[config.mk]
export PLATFORM = sky130hd
export DESIGN_NAME = multi_line_fifo
export DESIGN_NICKNAME = d
export VERILOG_FILES = /design/src/rtl/multi_line_fifo.sv
export SDC_FILE = /design/constraint.sdc
export NUM_CORES = 1
export LEC_CHECK = 0
export ABC_AREA = 1
export CORE_MARGIN = 8
export CORE_UTILIZATION = 45
export CTS_CLUSTER_DIAMETER = 60
export DETAILED_ROUTE_END_ITERATION = 12
export GPL_TIMING_DRIVEN = 0
export HOLD_SLACK_MARGIN = 0.05
export PLACE_DENSITY = 0.66
export SKIP_CTS_REPAIR_TIMING = 1
export SLEW_MARGIN = 20
export SYNTH_ARGS = -nofsm -noshare
export SYNTH_HDL_FRONTEND = slang
export SYNTH_SLANG_ARGS = --single-unit
[constraint.sdc]
create_clock -name clk -period 2.4 [get_ports clk]
set_input_delay 0.24 -clock clk [delete_from_list [all_inputs] [get_ports clk]]
set_output_delay 0.24 -clock clk [all_outputs]
set_load 0.02 [all_outputs]
[src/rtl/multi_line_fifo.sv]
// Cascaded line-buffer FIFOs with a TAPS-wide sliding window per row.
// Optional synchronous flush port enabled by defining MULTI_LINE_FIFO_FLUSH_EN.
module multi_line_fifo #(
  parameter int unsigned ADDR_BIT = 3,
  parameter int unsigned WIDTH    = 8,
  parameter int unsigned ROWS     = 3,
  parameter int unsigned TAPS     = 3
) (
  input  logic                            clk,
  input  logic                            rst,
`ifdef MULTI_LINE_FIFO_FLUSH_EN
  input  logic                            flush,
`endif
  input  logic                            wen,
  input  logic [WIDTH-1:0]                in,
  input  logic [ADDR_BIT:0]               depth,
  output logic [ROWS*TAPS*WIDTH-1:0]      out,
  output logic                            out_valid,
  output logic [ROWS-1:0]                 empty,
  output logic [ROWS-1:0]                 full,
  output logic [ROWS-1:0]                 almost_full,
  output logic [ROWS*(ADDR_BIT+1)-1:0]    cnt
);

  localparam int unsigned CW   = ADDR_BIT + 1;
  localparam int unsigned MAXD = 1 << ADDR_BIT;

  logic [WIDTH-1:0]    mem      [ROWS][MAXD];
  logic [WIDTH-1:0]    win_q    [ROWS][TAPS];
  logic [CW-1:0]       cnt_q    [ROWS];
  logic [ADDR_BIT-1:0] wr_ptr_q [ROWS];
  logic [ADDR_BIT-1:0] rd_ptr_q [ROWS];
  logic [CW-1:0]       d_q;
  logic [CW-1:0]       d_clamp_c;
  logic [WIDTH-1:0]    head_c   [ROWS];
  logic [WIDTH-1:0]    din_c    [ROWS];
  logic [ROWS-1:0]     push_c;
  logic [ROWS-1:0]     pop_c;
  logic                clear_c;
  logic                all_empty_c;

`ifdef MULTI_LINE_FIFO_FLUSH_EN
  assign clear_c = !rst || flush;
`else
  assign clear_c = !rst;
`endif

  // Pointers wrap at the effective depth, not at the RAM size.
  function automatic logic [ADDR_BIT-1:0] ptr_next(input logic [ADDR_BIT-1:0] p,
                                                   input logic [CW-1:0] d);
    return ({1'b0, p} == d - CW'(1)) ? '0 : p + ADDR_BIT'(1);
  endfunction

  always_comb begin
    d_clamp_c = depth;
    if (depth < CW'(TAPS))
      d_clamp_c = CW'(TAPS);
    else if (depth > CW'(MAXD))
      d_clamp_c = CW'(MAXD);
  end

  // A full stage hands its head word to the next stage on every push.
  always_comb begin
    push_c    = '0;
    pop_c     = '0;
    push_c[0] = wen;
    for (int r = 0; r < ROWS; r++) begin
      head_c[r] = mem[r][rd_ptr_q[r]];
      pop_c[r]  = wen && (cnt_q[r] == d_q);
      din_c[r]  = in;
    end
    for (int r = 1; r < ROWS; r++) begin
      push_c[r] = pop_c[r-1];
      din_c[r]  = head_c[r-1];
    end
  end

  always_comb begin
    out         = '0;
    cnt         = '0;
    empty       = '0;
    full        = '0;
    almost_full = '0;
    for (int r = 0; r < ROWS; r++) begin
      cnt[r*CW +: CW] = cnt_q[r];
      empty[r]        = (cnt_q[r] == '0);
      full[r]         = (cnt_q[r] == d_q);
      almost_full[r]  = (cnt_q[r] == d_q - CW'(1));
      for (int t = 0; t < TAPS; t++)
        out[(r*TAPS+t)*WIDTH +: WIDTH] = win_q[r][t];
    end
    all_empty_c = &empty;
  end

  // Storage RAM is not cleared by reset or flush.
  always_ff @(posedge clk) begin
    for (int r = 0; r < ROWS; r++)
      if (!clear_c && push_c[r])
        mem[r][wr_ptr_q[r]] <= din_c[r];
  end

  always_ff @(posedge clk) begin
    if (clear_c) begin
      d_q       <= d_clamp_c;
      out_valid <= 1'b0;
      for (int r = 0; r < ROWS; r++) begin
        cnt_q[r]    <= '0;
        wr_ptr_q[r] <= '0;
        rd_ptr_q[r] <= '0;
        for (int t = 0; t < TAPS; t++)
          win_q[r][t] <= '0;
      end
    end else begin
      if (all_empty_c)
        d_q <= d_clamp_c;
      if (wen && full[ROWS-1])
        out_valid <= 1'b1;
      for (int r = 0; r < ROWS; r++) begin
        if (push_c[r]) begin
          wr_ptr_q[r] <= ptr_next(wr_ptr_q[r], d_q);
          if (!pop_c[r])
            cnt_q[r] <= cnt_q[r] + CW'(1);
          for (int t = TAPS - 1; t > 0; t--)
            win_q[r][t] <= win_q[r][t-1];
          win_q[r][0] <= din_c[r];
        end
        if (pop_c[r])
          rd_ptr_q[r] <= ptr_next(rd_ptr_q[r], d_q);
      end
    end
  end

endmodule

# Word-level counts from Yosys, hierarchy flattened
# Memories as Yosys holds them, arrays and structs flattened.
# Index checks and enable logic that the tools add are counted.
# word_totals
wordCells,147
mem_count,5
ramBits,294
reg_bits,5
# memory_table
name,words,width,read_ports,rd_ports_with_merged_regs,wr,line,text
mem,3,64,2,0,3,28,logic [WIDTH-1:0] mem [ROWS][MAXD];
win_q,3,24,3,0,3,29,logic [WIDTH-1:0] win_q [ROWS][TAPS];
cnt_q,3,4,3,0,3,30,logic [CW-1:0] cnt_q [ROWS];
rd_ptr_q,3,3,3,0,3,32,logic [ADDR_BIT-1:0] rd_ptr_q [ROWS];
wr_ptr_q,3,3,3,0,3,31,logic [ADDR_BIT-1:0] wr_ptr_q [ROWS];
# classes
n_eq_ne,13
magnitude_cmp,10
addsub,10
muxes,71
n_bitwise,23
reduce_logical,13
# ops
cell,count
two-way mux 64 bit,3
two-way mux 8 bit,16
demux 8 bit (select 3 bit),3
binary-select mux 8 bit (select 3 bit),2
two-way mux 3 bit,12
two-way mux 1 bit,28
two-way mux 4 bit,7
equality test 3 x 4 -> 1 bit,6
equality test 4 bit,6
>= comparator 4 bit (second input constant),5
NOT 3 -> 4 bit,5
adder 3 x 1 -> 3 bit (second input constant),6
bitwise OR 1 bit,18
adder 4 x 1 -> 4 bit (second input constant),3
logical NOT 4 bit,3
less-than comparator 4 x 1 -> 1 bit (second input constant),3
logical AND 1 bit,9
greater-than comparator 4 bit (second input constant),1
less-than comparator 4 x 2 -> 1 bit (second input constant),1
subtractor 4 x 1 -> 4 bit (second input constant),1
AND reduction 3 bit,1
!= test 2 x 1 -> 1 bit (second input constant),1

# Logic depth before layout (Yosys ltp)
# Gate-level depths: netlist (run 1).
# depth
ltp_word,7
depth_mapped,12

# Least setup slack after synthesis (run 1)
# Ideal clock, no wire load.
# synth_timing
kind,register -> register
from,mem cnt_q[0][1] in the netlist's numbering
to,"mem rd_ptr_q[0][0], enable pin"
setup_ns,0.384
t_arrival_ns,1.810
stages_incl_launch_ff,8
path_slack_ns,0.206
synth_period_minus_slack_ns,2.194
cell_sequence,edfxtp_1 > inv_1 > nand2_1 > nand2_1 > nor2_4 > nand3_2 > buf_2 > nand2_1
# synth_rtl
item,line
from (decl),30
to (decl),32

# Worst setup path in the final report (run 1)
# layout_timing
from,reg d_q[0]
to,out almost_full[0]
# layout_between
elab_chain_len,2
# layout_rtl
item,line,text
from (decl),33,logic [CW-1:0] d_q;
from (signal assigned),104,d_q <= d_clamp_c;
from (signal assigned),115,d_q <= d_clamp_c;
subtractor 4 x 1 -> 4 bit,88,almost_full[r] = (cnt_q[r] == d_q - CW'(1));
equality test 4 bit,88,
to (decl),21,"output logic [ROWS-1:0] almost_full,"
# No other way between the ends.

==> impl_metrics.yaml, run 1 <==
outcome:
  outcome: "complete, but fails checks"
  violations: "negative setup slack"
global_routing:
  antenna_found_initial: 0
  grtUsageTotal: 0.161
  grt_max_degree: 28
  grt_pass1_wl_um: 34000
  overflow: 0
  grt-busiest-layer: "met2"
  use_met2: 0.272
  met3_usage: 0.0340
  grt_pass1_vias: 6455
  grt_use_met1: 0.207
cts:
  cts_tree: "done"
  htree_num_levels: 1
  clockBufferDepth: 3
  clk_pin_slew_ns: 0.06
  cts_root_buffer: "clkbuf_16"
  cts.sink_count: 229
  worstSkewPairLatency_ns: 0.52
  cts_buffers: 25
cells_and_area:
  fin_area_um2: 12300
  final_cells: 1313
  area_growth_pct: 25.6
  final_core_util: 0.569
  fillers: 1839
  num_antenna_cells: 0
  drive_gt1_frac: 0.109
  final_nets: 1043
routing:
  drtIter0Drc: 458
  vias_per_cell: 5.03
  wl_per_cell_um: 16.9
  num_vias: 6602
  finalWirelength_um: 22100
  antenna_left: 0
  drc: 0
  dr.pass1.iters: 5
power_and_ir_drop:
  p_int_mw: 7.08
  power.total_mw: 9.33
  p_seq_frac: 0.500
  ir_worst_vdd_uv: 466
  switchingPower_mw: 2.25
  leakage_nw: 4.81
  power.share.combinational: 0.119
  power_switching_share: 0.241
  clkPwrFrac: 0.381
  powerDensity_nw_per_um2: 762
sta:
  rsz0062_at_grt: "yes"
  finalSetupTns_ns: -0.0271
  worst_slew_pin_slew_ns: 0.871
  min_period_ns: 2.43
  fin_hold_ws_ns: 0.399
  max_slew_margin: 0.417
  min_period_over_period: 1.01
  setup_viol: 1
  setup_slack_ns: -0.0271
  max_freq_mhz: 412
  hold_viol: 0
  drv_slew: 0
  clock_skew_ns: 0.0173
yosys:
  netlist_area_um2: 9760
  synth_adder_area_share: 0.0141
  synth_top_family_by_area: "simple AND/OR/NAND/NOR gates"
  ys_seq_area_frac: 0.704
  ys_types: 28
  ys_warn_count: 0
  syn_area_per_cell_um2: 11.3
  synthMuxAreaShare: 0
  synthCells: 866
  synth_xor_area_frac: 0.0135
  synth_compound_area_frac: 0.0644
  netlist_top_cells_area: "edfxtp_1 (70%), nor2_1 (6.0%), nand2_1 (5.7%), inv_1 (4.1%), o21ai_0 (3.4%)"
  yosys.area_share.simple: 0.146
  synth_top_area_frac: 0.702
  synth_top_cell_by_area: "edfxtp_1"
  yosys_register_bits: 229
  syn_nets: 892
floorplan:
  io_pins: 109
  row_count: 54
  die_h_um: 163
  die_w_um: 163
  dieArea_um2: 26700
  coreArea_um2: 21600
  start_util: 0.453
placement:
  hpwl_um: 14900
  dp_cells: 1254
  place.gp.congestion: 0.850
  place_area_um2: 11200
  preCtsSetupSlack_ns: -0.481
  io_buffer_count: 108
setup_path:
  critPathCaptureType: "output port"
  worstPathArrival_ns: 2.19
  critPathLaunchType: "register"
  worstSetupPathType: "reg2out"
  cp_max_fo: 9
  crit_required_ns: 2.16
flow_run:
  maxCapViolations: 0
hold_path:
  hold_path_class: "in2reg"
-- cell type report --
cell class / count / area (um^2) / share of cell area
multi-input combinational: 493 / 2470 / 0.202
clock inverter: 15 / 120 / 0.00980
sequential: 229 / 6870 / 0.560
inverter: 111 / 432 / 0.0352
clock buffer: 28 / 637 / 0.0520
buffer: 32 / 163 / 0.0133
tap: 280 / 350 / 0.0286
timing repair buffer: 125 / 1220 / 0.0992
-- critical path: stages (launching register included) --
cell and delay, ns:
edfxtp_1 0.34, buf_6 0.14, inv_8 0.06, ha_4 0.16, inv_1 0.06, nand2_2 0.06
nand2_4 0.12, clkinvlp_4 0.15, nand2_1 0.08, nand4_1 0.09, a211oi_2 0.21, buf_4 0.19
-- routing by layer --
metal  part of all wire  wire [um]
met4              0.022        484
met1               0.43       9410
met5                  0          0
met2               0.48      10700
met3              0.070       1560
-- worst paths after layout --
path / startpoint / endpoint / slack [ns] / cells after the start
worst max-delay path: d_q[0] / almost_full[0] / -0.03 / 11
worst min-delay path: depth[0] / d_q[0] / 0.40 / 3
worst max register to register: d_q[3] / mem[0][91] / 0.17 / 8
worst min register to register: out_valid / out_valid / 0.45 / 2
-- cell usage after synthesis --
cell / n
a211oi_1: 1
a21oi_1: 18
and3_1: 2
buf_1: 1
buf_2: 13
buf_6: 2
clkbuf_1: 16
clkbuf_2: 1
clkinv_1: 1
dfxtp_1: 1
edfxtp_1: 228
ha_1: 11
inv_1: 106
inv_2: 3
inv_4: 1
nand2_1: 149
nand2_2: 9
nand3_1: 15
nand3_2: 2
nand4_1: 4
nor2_1: 155
nor2_2: 1
nor2_4: 3
nor3_1: 10
o21ai_0: 66
o22ai_1: 32
xnor2_1: 5
xor2_1: 10
-- logic make-up after synthesis --
| logic type | Yosys count |
|---|---|
| XOR/XNOR | 15 |
| adder cells (fa/ha/maj) | 11 |
| buffers and inverters | 144 |
| AO/OA/AOI/OAI | 117 |
| AND/OR/NAND/NOR | 350 |
| flip-flops | 229 |
-- layout by cell type, fill, tap and decap left out, drive strengths merged --
cell	n
o22ai	32
nand3	17
bufinv	2
inv	108
ha	11
nor2	159
xor2	10
xnor2	5
a21oi	18
edfxtp	228
clkdlybuf4s50	99
buf	36
dlymetal6s2s	6
o21ai	66
and3	2
clkinvlp	2
nand2	158
a211oi	1
nor3	10
nand4	4
clkbuf	44
clkinv	14
dfxtp	1
-- registers in the layout (all words and copies together), names as in the netlist --
name,flops
mem,128
out_valid,1
win_q,72
rd_ptr_q,6
cnt_q,12
wr_ptr_q,6
d_q,4
-- power by group through the flow --
| stage | clock, mW | combinational, mW | sequential, mW |
|---|---|---|---|
| floorplan | 0 | 0.501 | 4.84 |
| global placement | 0 | 1.03 | 4.75 |
| detailed placement | 0 | 1.04 | 4.75 |
| CTS | 3.63 | 1.05 | 4.67 |
| global route | 3.77 | 1.21 | 4.68 |
| finish | 3.56 | 1.11 | 4.67 |
Note: power is estimated with default switching activity, not from simulation.
==> run 2: changes to the inputs <==
HOLD_SLACK_MARGIN = unset   (was 0.05)
==> results of run 2 <==
No change in the layout: final DEF, timing and power equal those of run 1.
